## config.mk

```make
export PLATFORM = sky130hd
export DESIGN_NAME = uart_fifo
export DESIGN_NICKNAME = d
export VERILOG_FILES = /design/src/rtl/uart_fifo.sv
export SDC_FILE = /design/constraint.sdc
export NUM_CORES = 1
export LEC_CHECK = 0
export ABC_AREA = 1
export CAP_MARGIN = 20
export CORE_ASPECT_RATIO = 1.25
export CORE_MARGIN = 5
export CORE_UTILIZATION = 40
export CTS_CLUSTER_SIZE = 14
export DETAILED_ROUTE_END_ITERATION = 6
export SYNTH_ARGS = -nofsm -noshare
export SYNTH_HDL_FRONTEND = slang
export SYNTH_SLANG_ARGS = --single-unit
```

## constraint.sdc

```tcl
create_clock -name clk -period 14.2 [get_ports clk]
set_input_delay 4.26 -clock clk [delete_from_list [all_inputs] [get_ports clk]]
set_output_delay 4.26 -clock clk [all_outputs]
set_load 0.005 [all_outputs]
```

## src/rtl/uart_fifo.sv

```systemverilog
// UART with memory-mapped control, TX/RX byte FIFOs, programmable divisor,
// optional parity and a level interrupt. One clock domain; rx is synchronised.
module uart_fifo #(
  parameter int CLKS_PER_BIT = 10417,
  parameter int DEPTH_LOG2   = 4,
  parameter int PARITY       = 0
) (
  input  logic        clk,
  input  logic        rst,
  output logic        tx,
  input  logic        rx,
  input  logic [5:0]  addr,
  input  logic [31:0] data_in,
  output logic [31:0] data_out,
  input  logic        write_enable,
  input  logic        read_enable,
  output logic        irq
);

  localparam int DEPTH = 1 << DEPTH_LOG2;
  localparam int CW    = DEPTH_LOG2 + 1;
  localparam logic [15:0]           DIV_RESET  = 16'(CLKS_PER_BIT);
  localparam logic [15:0]           DIV_MIN    = 16'd4;
  localparam logic [CW-1:0]         FULL_COUNT = CW'(DEPTH);
  localparam logic [CW-1:0]         CNT_ONE    = CW'(1);
  localparam logic [DEPTH_LOG2-1:0] PTR_ONE    = DEPTH_LOG2'(1);

  typedef enum logic [2:0] {
    S_IDLE, S_START, S_DATA, S_PAR, S_STOP
  } uart_state_t;

  // ---------------- register decode ----------------
  logic sel_status, sel_div, sel_txdata, sel_rxdata, sel_irqen;
  logic wr_status, wr_div, wr_txdata, wr_irqen;

  assign sel_status = (addr == 6'h00);
  assign sel_div    = (addr == 6'h04);
  assign sel_txdata = (addr == 6'h08);
  assign sel_rxdata = (addr == 6'h0C);
  assign sel_irqen  = (addr == 6'h10);

  assign wr_status = write_enable & sel_status;
  assign wr_div    = write_enable & sel_div;
  assign wr_txdata = write_enable & sel_txdata;
  assign wr_irqen  = write_enable & sel_irqen;

  logic [15:0] div_reg;
  logic [2:0]  irq_en_reg;
  logic [3:0]  flag_reg;   // {tx_ovf, parity_err, frame_err, rx_ovf}
  logic [3:0]  flag_set;

  // ---------------- TX FIFO ----------------
  logic [7:0]            tx_mem [DEPTH];
  logic [DEPTH_LOG2-1:0] tx_wr_ptr_reg, tx_rd_ptr_reg;
  logic [CW-1:0]         tx_count_reg;
  logic                  tx_full, tx_empty, tx_push, tx_pop;
  logic [7:0]            tx_head;

  assign tx_full  = (tx_count_reg == FULL_COUNT);
  assign tx_empty = (tx_count_reg == '0);
  assign tx_push  = wr_txdata & ~tx_full;
  assign tx_head  = tx_mem[tx_rd_ptr_reg];

  always_ff @(posedge clk) begin
    if (tx_push) tx_mem[tx_wr_ptr_reg] <= data_in[7:0];
  end

  always_ff @(posedge clk or posedge rst) begin
    if (rst) begin
      tx_wr_ptr_reg <= '0;
      tx_rd_ptr_reg <= '0;
      tx_count_reg  <= '0;
    end else begin
      if (tx_push) tx_wr_ptr_reg <= tx_wr_ptr_reg + PTR_ONE;
      if (tx_pop)  tx_rd_ptr_reg <= tx_rd_ptr_reg + PTR_ONE;
      case ({tx_push, tx_pop})
        2'b10:   tx_count_reg <= tx_count_reg + CNT_ONE;
        2'b01:   tx_count_reg <= tx_count_reg - CNT_ONE;
        default: tx_count_reg <= tx_count_reg;
      endcase
    end
  end

  // ---------------- TX FSM ----------------
  uart_state_t tx_state_reg;
  logic [15:0] tx_cnt_reg, tx_div_reg;
  logic [7:0]  tx_shift_reg;
  logic [2:0]  tx_bit_reg;
  logic        tx_par_reg, tx_reg, tx_bit_end, tx_idle;

  assign tx_bit_end = (tx_cnt_reg == tx_div_reg - 16'd1);
  // A new frame starts from IDLE, or straight out of STOP so bursts leave no gap.
  assign tx_pop  = ~tx_empty & ((tx_state_reg == S_IDLE) |
                                ((tx_state_reg == S_STOP) & tx_bit_end));
  assign tx_idle = tx_empty & (tx_state_reg == S_IDLE);
  assign tx      = tx_reg;

  always_ff @(posedge clk or posedge rst) begin
    if (rst) begin
      tx_state_reg <= S_IDLE;
      tx_cnt_reg   <= '0;
      tx_div_reg   <= DIV_RESET;
      tx_shift_reg <= '0;
      tx_bit_reg   <= '0;
      tx_par_reg   <= 1'b0;
      tx_reg       <= 1'b1;
    end else if (tx_pop) begin
      tx_state_reg <= S_START;
      tx_cnt_reg   <= '0;
      tx_div_reg   <= div_reg;
      tx_shift_reg <= tx_head;
      tx_bit_reg   <= '0;
      tx_par_reg   <= (PARITY == 2) ? ~(^tx_head) : ^tx_head;
      tx_reg       <= 1'b0;
    end else begin
      case (tx_state_reg)
        S_IDLE: tx_reg <= 1'b1;
        S_START: begin
          if (tx_bit_end) begin
            tx_cnt_reg   <= '0;
            tx_state_reg <= S_DATA;
            tx_reg       <= tx_shift_reg[0];
          end else begin
            tx_cnt_reg <= tx_cnt_reg + 16'd1;
          end
        end
        S_DATA: begin
          if (tx_bit_end) begin
            tx_cnt_reg <= '0;
            if (tx_bit_reg == 3'd7) begin
              tx_state_reg <= (PARITY != 0) ? S_PAR : S_STOP;
              tx_reg       <= (PARITY != 0) ? tx_par_reg : 1'b1;
            end else begin
              tx_bit_reg   <= tx_bit_reg + 3'd1;
              tx_shift_reg <= tx_shift_reg >> 1;
              tx_reg       <= tx_shift_reg[1];
            end
          end else begin
            tx_cnt_reg <= tx_cnt_reg + 16'd1;
          end
        end
        S_PAR: begin
          if (tx_bit_end) begin
            tx_cnt_reg   <= '0;
            tx_state_reg <= S_STOP;
            tx_reg       <= 1'b1;
          end else begin
            tx_cnt_reg <= tx_cnt_reg + 16'd1;
          end
        end
        S_STOP: begin
          if (tx_bit_end) begin
            tx_cnt_reg   <= '0;
            tx_state_reg <= S_IDLE;
            tx_reg       <= 1'b1;
          end else begin
            tx_cnt_reg <= tx_cnt_reg + 16'd1;
          end
        end
        default: begin
          tx_state_reg <= S_IDLE;
          tx_reg       <= 1'b1;
        end
      endcase
    end
  end

  // ---------------- RX synchroniser ----------------
  logic rx_sync1_reg, rx_sync2_reg, rx_prev_reg, rx_fall;

  always_ff @(posedge clk or posedge rst) begin
    if (rst) begin
      rx_sync1_reg <= 1'b1;
      rx_sync2_reg <= 1'b1;
      rx_prev_reg  <= 1'b1;
    end else begin
      rx_sync1_reg <= rx;
      rx_sync2_reg <= rx_sync1_reg;
      rx_prev_reg  <= rx_sync2_reg;
    end
  end

  assign rx_fall = rx_prev_reg & ~rx_sync2_reg;

  // ---------------- RX FIFO ----------------
  logic [7:0]            rx_mem [DEPTH];
  logic [DEPTH_LOG2-1:0] rx_wr_ptr_reg, rx_rd_ptr_reg;
  logic [CW-1:0]         rx_count_reg;
  logic                  rx_full, rx_empty, rx_push, rx_pop;
  logic [7:0]            rx_head;

  uart_state_t rx_state_reg;
  logic [15:0] rx_cnt_reg, rx_div_reg, rx_half;
  logic [7:0]  rx_shift_reg;
  logic [2:0]  rx_bit_reg;
  logic        rx_par_bad_reg, rx_bit_end, rx_par_exp;
  logic        rx_stop_sample, rx_frame_ok;

  assign rx_full  = (rx_count_reg == FULL_COUNT);
  assign rx_empty = (rx_count_reg == '0);
  assign rx_head  = rx_mem[rx_rd_ptr_reg];
  assign rx_pop   = read_enable & sel_rxdata & ~rx_empty;

  assign rx_half        = rx_div_reg >> 1;
  assign rx_bit_end     = (rx_cnt_reg == rx_div_reg - 16'd1);
  assign rx_par_exp     = (PARITY == 2) ? ~(^rx_shift_reg) : ^rx_shift_reg;
  assign rx_stop_sample = (rx_state_reg == S_STOP) & rx_bit_end;
  assign rx_frame_ok    = rx_stop_sample & rx_sync2_reg & ~rx_par_bad_reg;
  assign rx_push        = rx_frame_ok & ~rx_full;

  always_ff @(posedge clk) begin
    if (rx_push) rx_mem[rx_wr_ptr_reg] <= rx_shift_reg;
  end

  always_ff @(posedge clk or posedge rst) begin
    if (rst) begin
      rx_wr_ptr_reg <= '0;
      rx_rd_ptr_reg <= '0;
      rx_count_reg  <= '0;
    end else begin
      if (rx_push) rx_wr_ptr_reg <= rx_wr_ptr_reg + PTR_ONE;
      if (rx_pop)  rx_rd_ptr_reg <= rx_rd_ptr_reg + PTR_ONE;
      case ({rx_push, rx_pop})
        2'b10:   rx_count_reg <= rx_count_reg + CNT_ONE;
        2'b01:   rx_count_reg <= rx_count_reg - CNT_ONE;
        default: rx_count_reg <= rx_count_reg;
      endcase
    end
  end

  // ---------------- RX FSM ----------------
  // The start bit is checked half a bit in; later samples are spaced one full
  // bit from there, so every bit is taken near its centre.
  always_ff @(posedge clk or posedge rst) begin
    if (rst) begin
      rx_state_reg   <= S_IDLE;
      rx_cnt_reg     <= '0;
      rx_div_reg     <= DIV_RESET;
      rx_shift_reg   <= '0;
      rx_bit_reg     <= '0;
      rx_par_bad_reg <= 1'b0;
    end else begin
      case (rx_state_reg)
        S_IDLE: begin
          if (rx_fall) begin
            rx_state_reg   <= S_START;
            rx_cnt_reg     <= '0;
            rx_div_reg     <= div_reg;
            rx_bit_reg     <= '0;
            rx_par_bad_reg <= 1'b0;
          end
        end
        S_START: begin
          if (rx_cnt_reg == rx_half) begin
            rx_cnt_reg   <= '0;
            rx_state_reg <= rx_sync2_reg ? S_IDLE : S_DATA;
          end else begin
            rx_cnt_reg <= rx_cnt_reg + 16'd1;
          end
        end
        S_DATA: begin
          if (rx_bit_end) begin
            rx_cnt_reg   <= '0;
            rx_shift_reg <= {rx_sync2_reg, rx_shift_reg[7:1]};
            if (rx_bit_reg == 3'd7) begin
              rx_state_reg <= (PARITY != 0) ? S_PAR : S_STOP;
            end else begin
              rx_bit_reg <= rx_bit_reg + 3'd1;
            end
          end else begin
            rx_cnt_reg <= rx_cnt_reg + 16'd1;
          end
        end
        S_PAR: begin
          if (rx_bit_end) begin
            rx_cnt_reg     <= '0;
            rx_par_bad_reg <= (rx_sync2_reg != rx_par_exp);
            rx_state_reg   <= S_STOP;
          end else begin
            rx_cnt_reg <= rx_cnt_reg + 16'd1;
          end
        end
        S_STOP: begin
          if (rx_bit_end) begin
            rx_cnt_reg   <= '0;
            rx_state_reg <= S_IDLE;
          end else begin
            rx_cnt_reg <= rx_cnt_reg + 16'd1;
          end
        end
        default: rx_state_reg <= S_IDLE;
      endcase
    end
  end

  // ---------------- control registers and sticky flags ----------------
  assign flag_set[0] = rx_frame_ok & rx_full;
  assign flag_set[1] = rx_stop_sample & ~rx_sync2_reg;
  assign flag_set[2] = (rx_state_reg == S_PAR) & rx_bit_end & (rx_sync2_reg != rx_par_exp);
  assign flag_set[3] = wr_txdata & tx_full;

  always_ff @(posedge clk or posedge rst) begin
    if (rst) begin
      div_reg    <= DIV_RESET;
      irq_en_reg <= '0;
      flag_reg   <= '0;
    end else begin
      if (wr_div)   div_reg    <= (data_in[15:0] < DIV_MIN) ? DIV_MIN : data_in[15:0];
      if (wr_irqen) irq_en_reg <= data_in[2:0];
      // A new event in the same cycle as a clear wins, so no event is lost.
      flag_reg <= flag_set | (flag_reg & ~({4{wr_status}} & data_in[6:3]));
    end
  end

  // ---------------- read mux and interrupt ----------------
  logic [31:0] status;

  always_comb begin
    status          = '0;
    status[0]       = rx_empty;
    status[1]       = tx_full;
    status[2]       = tx_idle;
    status[6:3]     = flag_reg;
    status[8 +: CW] = rx_count_reg;
    status[16 +: CW] = tx_count_reg;
  end

  always_comb begin
    data_out = '0;
    case (addr)
      6'h00: data_out = status;
      6'h04: data_out[15:0] = div_reg;
      6'h0C: if (!rx_empty) data_out[7:0] = rx_head;
      6'h10: data_out[2:0] = irq_en_reg;
      default: data_out = '0;
    endcase
  end

  assign irq = (irq_en_reg[0] & ~rx_empty) |
               (irq_en_reg[1] & tx_idle) |
               (irq_en_reg[2] & (|flag_reg));

  logic unused_bits;
  assign unused_bits = ^data_in[31:16];

endmodule

```

After elaboration in Yosys (flattened, before gate mapping)
Memories as Yosys holds them, arrays and structs flattened. Cells that the tools add are included.

Bits in registers: 146. Bits in writable memories: 256. Input bits: 43. Output and inout bits: 34. Logic and storage cells: 198. Memories kept: 2.

Memory list: rx_mem (words 16, bits a word 8, read ports 1, clocked after memory_dff 0, wr ports 1, line 186) `logic [7:0] rx_mem [DEPTH];`; tx_mem (words 16, bits a word 8, read ports 1, clocked after memory_dff 0, wr ports 1, line 53) `logic [7:0] tx_mem [DEPTH];`.

Add/subtract/negate cells: 14. Magnitude comparators: 1. Eq/ne operators: 39. Mux-type cells: 55. Bitwise operators: 36. Reduce and logical (&&, ||, !) cells: 27.

Operators by type and width (number): 16-bit 2-to-1 mux (7); 3-bit 2-to-1 mux (19); 16-bit one-hot mux with 3 select lines (1); 8-bit 2-to-1 mux (5); 16-bit by 1-bit adder with 16-bit output, second input constant (2); 16-bit equality test (2); 16-bit by 1-bit subtractor with 16-bit output, second input constant (2); 3-bit one-hot mux with 5 select lines (2); 1-bit AND (23); 5-bit one-hot mux with 2 select lines (2); 2-bit inequality test, second input constant (9); 4-bit by 1-bit adder with 4-bit output, second input constant (4); 16-bit by 15-bit equality test with 1-bit output (1); 16-bit by 3-bit < comparator with 1-bit output, second input constant (1); 8-bit one-hot mux with 2 select lines (1); 3-bit inequality test, second input constant (5); 5-bit one-hot mux with 3 select lines (1); 2-bit nonzero test (7); 3-bit by 2-bit equality test with 1-bit output, second input constant (4); 3-bit equality test, second input constant (4); 6-bit by 4-bit equality test with 1-bit output, second input constant (2); 3-bit one-hot mux with 4 select lines (1); 6-bit AND reduction (2); 1-bit 2-to-1 mux (11); 32 further kinds (54).

Logic depth before layout (Yosys ltp)
Depth in word-level cells: 8. Depth in mapped cells: 25. Gate-level depth less buffers: 24.

Worst setup path after synthesis
Ideal clock, no wire load.

Path kind: in2out. Start: input port addr[1]. End: output port data_out[5]. Data arrival time: 5240 ps. Required time: 9940 ps. Setup slack: 4700 ps. Cell stages on the path: 8. Path buffers: 1. Cells stage by stage: nor2_1 -> inv_1 -> nor2_1 -> inv_1 -> nor2_1 -> inv_1 -> clkbuf_1 -> o211ai_1.

Cells in the longest elaborated chain, start to end: 2. Elaborated cells on any way between the ends: 4. Those cells by class: eq/ne: 2; mux: 1; reduce/logical: 1.

RTL lines: start: declaration (line 12) `input logic [5:0] addr,`; 6-bit by 4-bit equality test with 1-bit output, or another cell as far along (line 330) `case (addr)`; 5-bit one-hot mux with 3 select lines (*) (line 330); end: declaration (line 14) `output logic [31:0] data_out,`.

Mark *: on every way between the ends. The rest lies on a longest branch, timed or not.

Final worst setup path
Start: input port addr[1]. End: output port data_out[3].

The elaborated chain is that of the path after synthesis.

==> impl_results.md <==
* Maximum clock path buffer count at 3
* Crit-path cells: clkdlybuf4s50_1, nor2_1, inv_1, nor2_1, inv_1, nor2_1, nand2_1, inv_1, a22oi_1, o21ai_0, clkdlybuf4s50_1
* Final period util at 0.782
* Starting density of the core at 0.404
* Syn Inst Count at about 2000
* Post-synthesis xor/xnor area fraction at 0.0367
* Vias in the first global route at 14100
* Synthesized flop and latch total at 402
* Area leader, netlist: edfxtp_1
* Initial antenna violation count at 0
* Status: complete, no violations
* Bufs and invs on worst path at 5
* Main combinational cell family by area after synthesis: simple AND/OR/NAND/NOR gates
* DR iter-0 viols at 981
* Io pins at 77
* Drt pass-1 iters at 5
* Via-to-Cell Ratio at 5.23
* CP Data Required Time at ~9900 ps
* Pint at ~0.0023 W
* Synth top area share at 0.393
* # rows at 90
* Max-cap violations at 0
* Slowest-stage cell, CP: clkdlybuf4s50_1
* Adder-Cell Fraction of Synth Area at 0.0170
* Drt total wl at about 49000 µm
* Arrival time at the worst endpoint at 6850 ps
* Post-synthesis mux area share at 0.00166
* Worst-path clk slew at 60 ps
* Leakage power total at 8.73 nW
* Ys async rst share at 0.363
* Top FF cell, synth: edfxtp_1
* Kind of critical path: in -> out
* Syn_area_per_cell at 9.56 µm²
* Peak VDD IR at 0.000102 V
* Synth area leaders: edfxtp_1 39%, dfrtp_1 16%, nand2_1 7.6%
* Gate power share at 0.248
* Tmin final at 11110 ps
* Die height at 257 µm
* Total track usage at 0.180
* Final setup margin at 3090 ps
* F_max at 90.0 MHz
* Die width at 208 µm
* Area share of and/or/nand/nor cells after synthesis at 0.198
* Startpoint Class: input port
* Unique masters post-synth at 57
* Antenna Nets Post-Route at 0
* CP Capture Type: output pin
* Fill cell count at 4551
* Synth warnings at 0
* Compound-Gate Fraction of Synth Area at 0.107
* Max H-tree Level at 2
* Total core area at approximately 48000 µm²
* CTS sink count at about 400
* EDFF count, synth at between 200 and 300
* Final global-route overflow total at 0
* Worst hold path type: reg -> reg
* CTS tree: built
* Power Dens Cells at between 150 and 200 nW/µm²
* Register area share after synthesis at 0.581
* Area added between synthesis and finish at 13.1%
* Setup_tns at 0 ps
* Clk_lat worst skew at 560 ps
* Nets at between 2000 and 2500
* # diodes at 0
* Total CTS buffers at 40
* Post-cts sizing count at 0
* Sequential share of power at 0.421
* Hold-fix buffers, CTS at 0
* Largest registers: rx_mem (128), tx_mem (128)
* Crit-path max FO at 12
* GPL Wtd Cong at 0.893
* Top cells by count, synth: 394 x nand2_1, 258 x nor2_1, 256 x edfxtp_1, 209 x o21ai_0, 185 x inv_1
* Port Buffers at 49
* Setup violations, final at 0
* # DRC at 0
* First-pass GRT wire length at just under 80000 µm
* Root Driver: clkbuf_16
* Mean routed wirelength per cell at 17.8 µm
* RSZ-0062 raised after global routing: false
* Vias at 14500
* Worst slack at placement at about 3100 ps
* Fin. max-slew vios at 0
* Switching fraction of total power at 0.332
* Postcts setup bufs at 0
* Slew @ Worst Pin at 1040 ps
* Clock skew at 31.8 ps
* Share of cells above drive strength 1 at 0.0862
* Slew HR at 0.305
* Critical Path Max Stage Delay at between 500 and 600 ps
* Sw power at 0.00112 W
* CP top delay family: buffers and inverters
* Clock Power Share at 0.331
* Dominant cell by count in the synthesized netlist: nand2_1
* Pin count of the biggest net entering global routing at 77
* DP HPWL at 33200 µm
* Final Hold Vio Count at 0
* Post-Syn Area at 19600 µm²
* Die area at about 53000 µm²
[placed cells by master, fill, tap and decap left out, types with 22 or more instances in the layout]
cell             instances
xor2_1                  54
clkdlybuf4s50_1         49
dfstp_2                 22
edfxtp_1               256
o21ai_0                209
xnor2_1                 28
o22ai_1                 57
nand4_1                 30
nor2_1                 258
nand3_1                104
ha_1                    25
nand2_1                394
buf_4                   25
a21oi_1                 38
clkbuf_16               41
nor3_1                  26
o21ai_1                 31
dfrtp_1                122
inv_1                  184
[power by group through the flow]
stage / clock [W] / sequential [W] / combinational, W
3_5_place_dp: 0 / 0.00144 / 0.000840
6_report: 0.00112 / 0.00142 / 0.000839
5_1_grt: 0.00119 / 0.00143 / 0.000949
4_1_cts: 0.00114 / 0.00142 / 0.000843
2_1_floorplan: 0 / 0.00141 / 0.000626
3_3_place_gp: 0 / 0.00144 / 0.000820
[logic make-up (layout without fill, tap and decap cells)]
| group | after synthesis | in the layout |
|---|---|---|
| xor gates and xnor gates | 82 | 82 |
| other | 1 | 11 |
| buffers and inverters | 278 | 343 |
| muxes | 3 | 3 |
| adders and majority gates | 26 | 26 |
| and+or+nand+nor | 881 | 881 |
| AOI/OAI and AO/OA | 374 | 374 |
| DFF | 402 | 402 |
[per-stage QoR]
step	utilization	area (µm²)	total power [W]	hold WS [ps]	cells
global route	0.457	22100	0.00357	359	2766
floorplan	-	19600	0.00204	345	2057
detailed placement	0.428	20700	0.00228	348	2691
CTS	0.457	22100	0.00341	357	2765
global placement	0.427	20700	0.00226	347	2690
finish	0.457	22100	0.00338	355	2766
[path summary, 6_finish.rpt]
path | startpoint | to | slack (ps) | cells after the start
worst min-delay path | rx_sync1_reg | rx_sync2_reg | 360 | 0
max in group asynchronous | rst | div_reg[8] | 8530 | 3
min in group asynchronous | rst | tx_shift_reg[4] | 4230 | 2
worst max register to register | rx_div_reg[0] | rx_count_reg[4] | 10140 | 21
worst max-delay path | addr[1] | data_out[3] | 3090 | 11
worst min register to register | rx_sync1_reg | rx_sync2_reg | 360 | 0
[per-layer routing]
metal / part of all wire / GRT usage
met5: 0 / 0
met4: 0.035 / 0.0663
met3: 0.054 / 0.0291
met2: 0.50 / 0.316
met1: 0.41 / 0.225
[final cells by class]
class / count / area (µm²) / area share
flip-flops and latches: 402 / 11400 / 0.514
multi-input cells: 1377 / 7110 / 0.321
clock buffers: 54 / 1120 / 0.0508
well taps: 644 / 806 / 0.0364
inverters: 193 / 729 / 0.0330
repair buffers: 76 / 713 / 0.0322
clock inverters: 20 / 278 / 0.0126
No activity file was read; power rests on OpenSTA's default activity.
